<file path="src/rtl/proc_pkg.sv">
// ----------------------------------------------------------------------------
// proc_pkg
// Declarations shared by the processor core and its instruction fetch stage.
//   - IW / PCW / DEPTH : instruction width, PC width, program memory depth
//   - HALT_WORD        : all-zero word that stops fetching
//   - instructions_t   : 4-bit opcode encoding (instruction bits [11:8])
//   - processor_state  : the core's six-state execution sequence
//   - fetch_state_t    : states of the fetch FSM
//   - is_halt()        : identifies the halt word
// ----------------------------------------------------------------------------
package proc_pkg;

    localparam int IW    = 12;
    localparam int PCW   = 8;
    localparam int DEPTH = 2 ** PCW;

    localparam logic [IW-1:0] HALT_WORD = 12'h000;

    typedef enum logic [3:0] {
        OP_HALT = 4'h0,
        OP_LOAD = 4'h1,
        OP_ADD  = 4'h2,
        OP_SUB  = 4'h3,
        OP_AND  = 4'h4,
        OP_OR   = 4'h5,
        OP_XOR  = 4'h6,
        OP_JMP  = 4'h7,
        OP_JZ   = 4'h8,
        OP_NOP  = 4'hF
    } instructions_t;

    typedef enum logic [2:0] {
        IDLE       = 3'd0,
        FETCH      = 3'd1,
        DECODE     = 3'd2,
        EXECUTE    = 3'd3,
        MEM_ACCESS = 3'd4,
        WRITE_BACK = 3'd5
    } processor_state;

    typedef enum logic [1:0] {
        STOPPED = 2'd0,
        READ    = 2'd1,
        CHECK   = 2'd2,
        PRESENT = 2'd3
    } fetch_state_t;

    function automatic logic is_halt(input logic [IW-1:0] word);
        return (word == HALT_WORD);
    endfunction

endpackage

</file>
<file path="src/rtl/inst_mem.sv">
// ----------------------------------------------------------------------------
// inst_mem
// Program memory: DEPTH x W words, one write port and one synchronous read
// port with a single cycle of read latency. Contents have no reset.
//   clk     : clock
//   wr_en   : write strobe, wr_data stored at wr_addr on the rising edge
//   rd_en   : read strobe, mem[rd_addr] appears on rd_data after the edge
//   rd_data : registered read word, held while rd_en is low
// ----------------------------------------------------------------------------
module inst_mem
    import proc_pkg::*;
#(
    parameter int W      = IW,
    parameter int AW     = PCW,
    parameter int NWORDS = DEPTH
) (
    input  logic          clk,
    input  logic          wr_en,
    input  logic [AW-1:0] wr_addr,
    input  logic [W-1:0]  wr_data,
    input  logic          rd_en,
    input  logic [AW-1:0] rd_addr,
    output logic [W-1:0]  rd_data
);

    logic [W-1:0] mem_q [NWORDS];
    logic [W-1:0] rd_data_q;

    // Storage array write and registered read.
    always_ff @(posedge clk) begin
        if (wr_en) begin
            mem_q[wr_addr] <= wr_data;
        end
        if (rd_en) begin
            rd_data_q <= mem_q[rd_addr];
        end
    end

    assign rd_data = rd_data_q;

endmodule

</file>
<file path="src/rtl/inst_fetch.sv">
// ----------------------------------------------------------------------------
// inst_fetch
// Instruction fetch stage feeding the processor core. Holds the program
// memory and PC, offers one instruction at a time over valid/ready, follows
// jump redirects from the core and stops on the halt word.
//
// Ports
//   clk, rst               : clock, synchronous active-high reset
//   load_en/addr/data      : program load, only accepted while STOPPED
//   start                  : begin fetching at the current PC (STOPPED only)
//   inst_out, inst_valid   : offered instruction (zero while not valid)
//   inst_ready             : core consumes inst_out this cycle
//   redirect_en/pc         : jump target from the core (PRESENT only)
//   pc_out                 : current PC register
//   halted                 : fetch stopped on a halt word
//   busy                   : FSM not in STOPPED
//   fetch_count            : consumed-instruction counter (FETCH_COUNT_EN)
//
// Build option: define FETCH_COUNT_EN to add the 16-bit saturating
// fetch_count output.
// ----------------------------------------------------------------------------
module inst_fetch
    import proc_pkg::*;
(
    input  logic           clk,
    input  logic           rst,
    input  logic           load_en,
    input  logic [PCW-1:0] load_addr,
    input  logic [IW-1:0]  load_data,
    input  logic           start,
    output logic [IW-1:0]  inst_out,
    output logic           inst_valid,
    input  logic           inst_ready,
    input  logic           redirect_en,
    input  logic [PCW-1:0] redirect_pc,
    output logic [PCW-1:0] pc_out,
    output logic           halted,
    output logic           busy
`ifdef FETCH_COUNT_EN
    ,
    output logic [15:0]    fetch_count
`endif
);

    localparam logic [PCW-1:0] PC_ONE = {{(PCW-1){1'b0}}, 1'b1};

    fetch_state_t   state_q, state_d;
    logic [PCW-1:0] pc_q, pc_d;
    logic [IW-1:0]  inst_out_q, inst_out_d;
    logic           inst_valid_q, inst_valid_d;
    logic           halted_q, halted_d;

    logic           mem_we;
    logic           mem_re;
    logic [IW-1:0]  rd_word;

    // Loads are only accepted while idle so a running program is never
    // modified underneath the fetch; a load together with start still lands
    // before the first READ, because READ samples the memory one edge later.
    assign mem_we = load_en && (state_q == STOPPED);
    assign mem_re = (state_q == READ);

    inst_mem #(
        .W      (IW),
        .AW     (PCW),
        .NWORDS (DEPTH)
    ) u_mem (
        .clk     (clk),
        .wr_en   (mem_we),
        .wr_addr (load_addr),
        .wr_data (load_data),
        .rd_en   (mem_re),
        .rd_addr (pc_q),
        .rd_data (rd_word)
    );

    // Next-state, PC and handshake output logic.
    always_comb begin
        state_d      = state_q;
        pc_d         = pc_q;
        inst_out_d   = inst_out_q;
        inst_valid_d = inst_valid_q;
        halted_d     = halted_q;

        case (state_q)
            STOPPED: begin
                if (start) begin
                    state_d  = READ;
                    halted_d = 1'b0;
                end else begin
                    state_d  = STOPPED;
                end
            end
            READ: begin
                state_d = CHECK;
            end
            CHECK: begin
                if (is_halt(rd_word)) begin
                    // PC stays on the halt address so the core can inspect it.
                    state_d  = STOPPED;
                    halted_d = 1'b1;
                end else begin
                    inst_out_d   = rd_word;
                    inst_valid_d = 1'b1;
                    state_d      = PRESENT;
                end
            end
            PRESENT: begin
                // A redirect wins over a plain advance whatever inst_ready is.
                if (redirect_en) begin
                    pc_d         = redirect_pc;
                    inst_out_d   = {IW{1'b0}};
                    inst_valid_d = 1'b0;
                    state_d      = READ;
                end else if (inst_ready) begin
                    pc_d         = pc_q + PC_ONE;
                    inst_out_d   = {IW{1'b0}};
                    inst_valid_d = 1'b0;
                    state_d      = READ;
                end else begin
                    state_d      = PRESENT;
                end
            end
            default: begin
                state_d      = STOPPED;
                inst_out_d   = {IW{1'b0}};
                inst_valid_d = 1'b0;
            end
        endcase
    end

    // FSM, PC and output registers.
    always_ff @(posedge clk) begin
        if (rst) begin
            state_q      <= STOPPED;
            pc_q         <= {PCW{1'b0}};
            inst_out_q   <= {IW{1'b0}};
            inst_valid_q <= 1'b0;
            halted_q     <= 1'b0;
        end else begin
            state_q      <= state_d;
            pc_q         <= pc_d;
            inst_out_q   <= inst_out_d;
            inst_valid_q <= inst_valid_d;
            halted_q     <= halted_d;
        end
    end

    assign inst_out   = inst_out_q;
    assign inst_valid = inst_valid_q;
    assign pc_out     = pc_q;
    assign halted     = halted_q;
    assign busy       = (state_q != STOPPED);

`ifdef FETCH_COUNT_EN
    logic [15:0] fetch_count_q, fetch_count_d;

    // Consumed-instruction count: a redirect with inst_ready high still
    // consumes the word, so only inst_ready matters here.
    always_comb begin
        fetch_count_d = fetch_count_q;
        if ((state_q == STOPPED) && start) begin
            fetch_count_d = 16'h0000;
        end else if ((state_q == PRESENT) && inst_ready && (fetch_count_q != 16'hFFFF)) begin
            fetch_count_d = fetch_count_q + 16'h0001;
        end else begin
            fetch_count_d = fetch_count_q;
        end
    end

    // Counter register.
    always_ff @(posedge clk) begin
        if (rst) begin
            fetch_count_q <= 16'h0000;
        end else begin
            fetch_count_q <= fetch_count_d;
        end
    end

    assign fetch_count = fetch_count_q;
`endif

endmodule
</file>
<file path="config.mk">
export PLATFORM = sky130hd
export DESIGN_NAME = inst_fetch
export DESIGN_NICKNAME = d
export VERILOG_FILES = /design/src/rtl/proc_pkg.sv /design/src/rtl/inst_mem.sv /design/src/rtl/inst_fetch.sv
export SDC_FILE = /design/constraint.sdc
export NUM_CORES = 2
export LEC_CHECK = 0
export CAP_MARGIN = 20
export CORE_AREA = 2 2 526 528
export CTS_CLUSTER_DIAMETER = 30
export DETAILED_ROUTE_END_ITERATION = 6
export DIE_AREA = 0 0 528 530
export HOLD_SLACK_MARGIN = 0.08
export SKIP_LAST_GASP = 1
export SLEW_MARGIN = 20
export SYNTH_ARGS = -nofsm -noshare
export SYNTH_HDL_FRONTEND = slang
export SYNTH_SLANG_ARGS = --single-unit
export TNS_END_PERCENT = 5
</file>
<file path="constraint.sdc">
create_clock -name clk -period 3.7 [get_ports clk]
set_clock_uncertainty 0.2 [all_clocks]
set_input_delay 0.74 -clock clk [delete_from_list [all_inputs] [get_ports clk]]
set_output_delay 0.74 -clock clk [all_outputs]
set_load 0.01 [all_outputs]
</file>
==> run metrics <==
status finished, violations left; violated checks setup timing; number of antenna violations at the first check in global routing 21; largest cells by area after synthesis edfxtp_1, mux4_2, mux2i_1; die height 530 um; Flop pwr share 43.3%; # fillers 20790; Distinct cells, synth 54; worst slew pin tran 1.308 ns; DR DRC count 0; wire length on met3 29750 um; CTS root buffer clkbuf_16; die area 0.2798 mm^2; first-pass GRT wire length 473600 um; WS Path Type reg2reg; crit path setup slack, layout -0.2161 ns; CP Max Fanout 16; crit end category flop; Initial Util 43.72%; Slew Limit Headroom 12.79%; P_int 71.18 mW; fin util 54.06%; final worst-path cycle share 105.8%; Sinks on Clock Net 3108; core area 0.2748 mm^2; DR pass1 iterations 5; # IOs 57; DRT Wirelength 336200 um; combinational power share 2.5%; async set-reset flop share out of synthesis 0%; HPWL after detailed placement 205300 um; Reg clk slew, reported paths 0.05 ns; largest net degree at the start of global routing 113; Yosys warnings 0; count leader, synth edfxtp_1; Max Clk Rate 255.4 MHz; Net count, final 6617; number of flops mapped to enable cells by yosys 3084; share of cells above drive strength 1 32.05%; Placer Congestion 0.8506; crit start category flop; Top Layer Used met4; Synth Register Bits 3108; max-slew violations 0; switching power share of the total 20.79%; clk_lat worst skew 0.90 ns; CP required 4.07 ns; met1 wire length 135200 um; Psw 18.68 mW; first-iteration detailed-routing DRC count 8304; Mapped Nets 5666; Commonest cells post-synth edfxtp_1, mux4_2, mux2i_1; gr ovfl total 0; unrepaired setup endpoints after global routing yes; CP cell instances buf_12, buf_4, mux4_2, mux4_2, a2bb2oi_1, a211oi_1, o32ai_1; CP dominant cell by count mux4_2; met2 routed WL 158400 um; port bufs 56; Die W 528 um; Top FF cell, synth edfxtp_1; Mean Syn Cell Area 21.33 um^2; Mapped Cells 5631; Routed Antenna Nets 0; synthesized area 0.1201 mm^2; Clock Power Share 54.2%; CTS tree yes; post-synth top area cell edfxtp_1; postcts setup bufs 0; Max Cap Viol 0; final hold violation count 0; # setup viols final 4; Fin Hold WS 0.1324 ns; Final min period 3.916 ns; # H-tree levels 6; Total GRT Usage 23.81%; clock tree buffer depth 4; Max VDD drop 0.0004775 V; LEAKAGE 47.54 nW; PD cells 604.8 mW/mm^2; Yosys top cell area share 77.09%; Crit-path slowest cell a211oi_1; max incr delay on CP 0.79 ns; total number of vias 62960; number of global-route vias before repair 63190; crit path DAT 4.29 ns; row count 193; hold crit path type in2reg; WL per Instance 31.64 um; cts bufs inserted 546; drt via density 5.925; post-synthesis sequential area ratio 77.49%; P&R area growth vs syn 23.67%
-- final cells by class --
| class | instances | area, um^2 | share of cell area (%) |
|---|---|---|---|
| Clock buffer | 620 | 14140 | 9.519 |
| Tap cell | 3607 | 4513 | 3.038 |
| Antenna cell | 9 | 22.52 | 0.01516 |
| Inverter | 8 | 37.54 | 0.02527 |
| Multi-Input combinational cell | 2171 | 25150 | 16.93 |
| Clock inverter | 356 | 3885 | 2.615 |
| Sequential cell | 3108 | 93110 | 62.67 |
| Timing Repair Buffer | 747 | 7711 | 5.190 |
-- registers in the layout, indices dropped and copies added, names as in the netlist --
name	cells
u_mem.rd_data	12
inst_valid	1
halted	1
inst_out	12
u_mem.mem_q	3072
pc_out	8
state_q	2
-- stage by stage --
stage / power (mW) / area [um^2] / cells / setup TNS [ns] / worst slack [ns]
CTS: 90.41 / 148500 / 10620 / -0.8410 / -0.2130
global route: 92.16 / 148600 / 10620 / -0.8535 / -0.1608
floorplan: 40.42 / 120100 / 5631 / 0 / 0.6384
finish: 89.86 / 148600 / 10630 / -0.3323 / -0.2161
detailed placement: 41.81 / 130500 / 9637 / -1.106 / -0.2614
global placement: 41.76 / 130400 / 9637 / -1.545 / -0.6235
-- logic make-up after synthesis --
logic type      share of synthesized area [%]
mux                                     15.82
flops                                   77.49
fa+ha+maj                             0.01041
simple gates                            1.771
compound gates                          3.207
buf+inv                                 1.700
-- power groups by stage --
stage          combinational [mW]  sequential, mW  clock [mW]
2_1_floorplan               0.901            39.5           0
3_3_place_gp                 2.23            39.5           0
4_1_cts                      2.28            38.9        49.2
3_5_place_dp                 2.27            39.5           0
6_report                     2.27            38.9        48.7
5_1_grt                      2.38            38.8        50.9
-- what timing repair did --
item | in CTS | in global routing
hold buffers | 4 | 0
endpoints found under the setup margin | 9 | 10
hold endpoints to repair | 86 | 0
gates resized for setup | 2 | 3
-- placed cells by master (no fill, tap or decap), drive strengths merged, types with 8 or more instances in the layout --
cell	n
a22oi	117
edfxtp	3084
o22ai	39
nand2	123
mux2	27
dfxtp	24
o21ai	63
a31oi	42
mux2i	422
nor2b	19
a211oi	21
nor2	293
nor3	8
clkinv	199
clkinvlp	60
a21oi	119
buf	699
clkdlybuf4s50	44
a221oi	75
nand3	42
clkbuf	620
mux4	643
a22o	19
bufinv	57
inv	48
diode	9
o32ai	9
o31ai	12
-- layer usage --
metal	up-vias	track usage [%]
li1	25730	-
met3	558	4.649
met4	0	8.861
met1	33430	33.23
met2	3249	37.30
met5	-	0
-- worst max-delay path: cells and delay by family, from the launching register on --
kind	cells	cell delay (ns)
buffers and inverters	2	0.57
AO/OA/AOI/OAI	3	1.26
flip-flops	1	0.37
multiplexers	2	1.16
-- worst paths after layout --
path,start,slack (ns),to,depth (start not counted)
max reg2reg,pc_out[0],-0.22,u_mem.rd_data[1],7
min,load_data[4],0.13,u_mem.mem_q[106][4],1
max,pc_out[0],-0.22,u_mem.rd_data[1],7
min reg2reg,inst_valid,0.27,inst_valid,2
(Power assumes the default switching activity.)
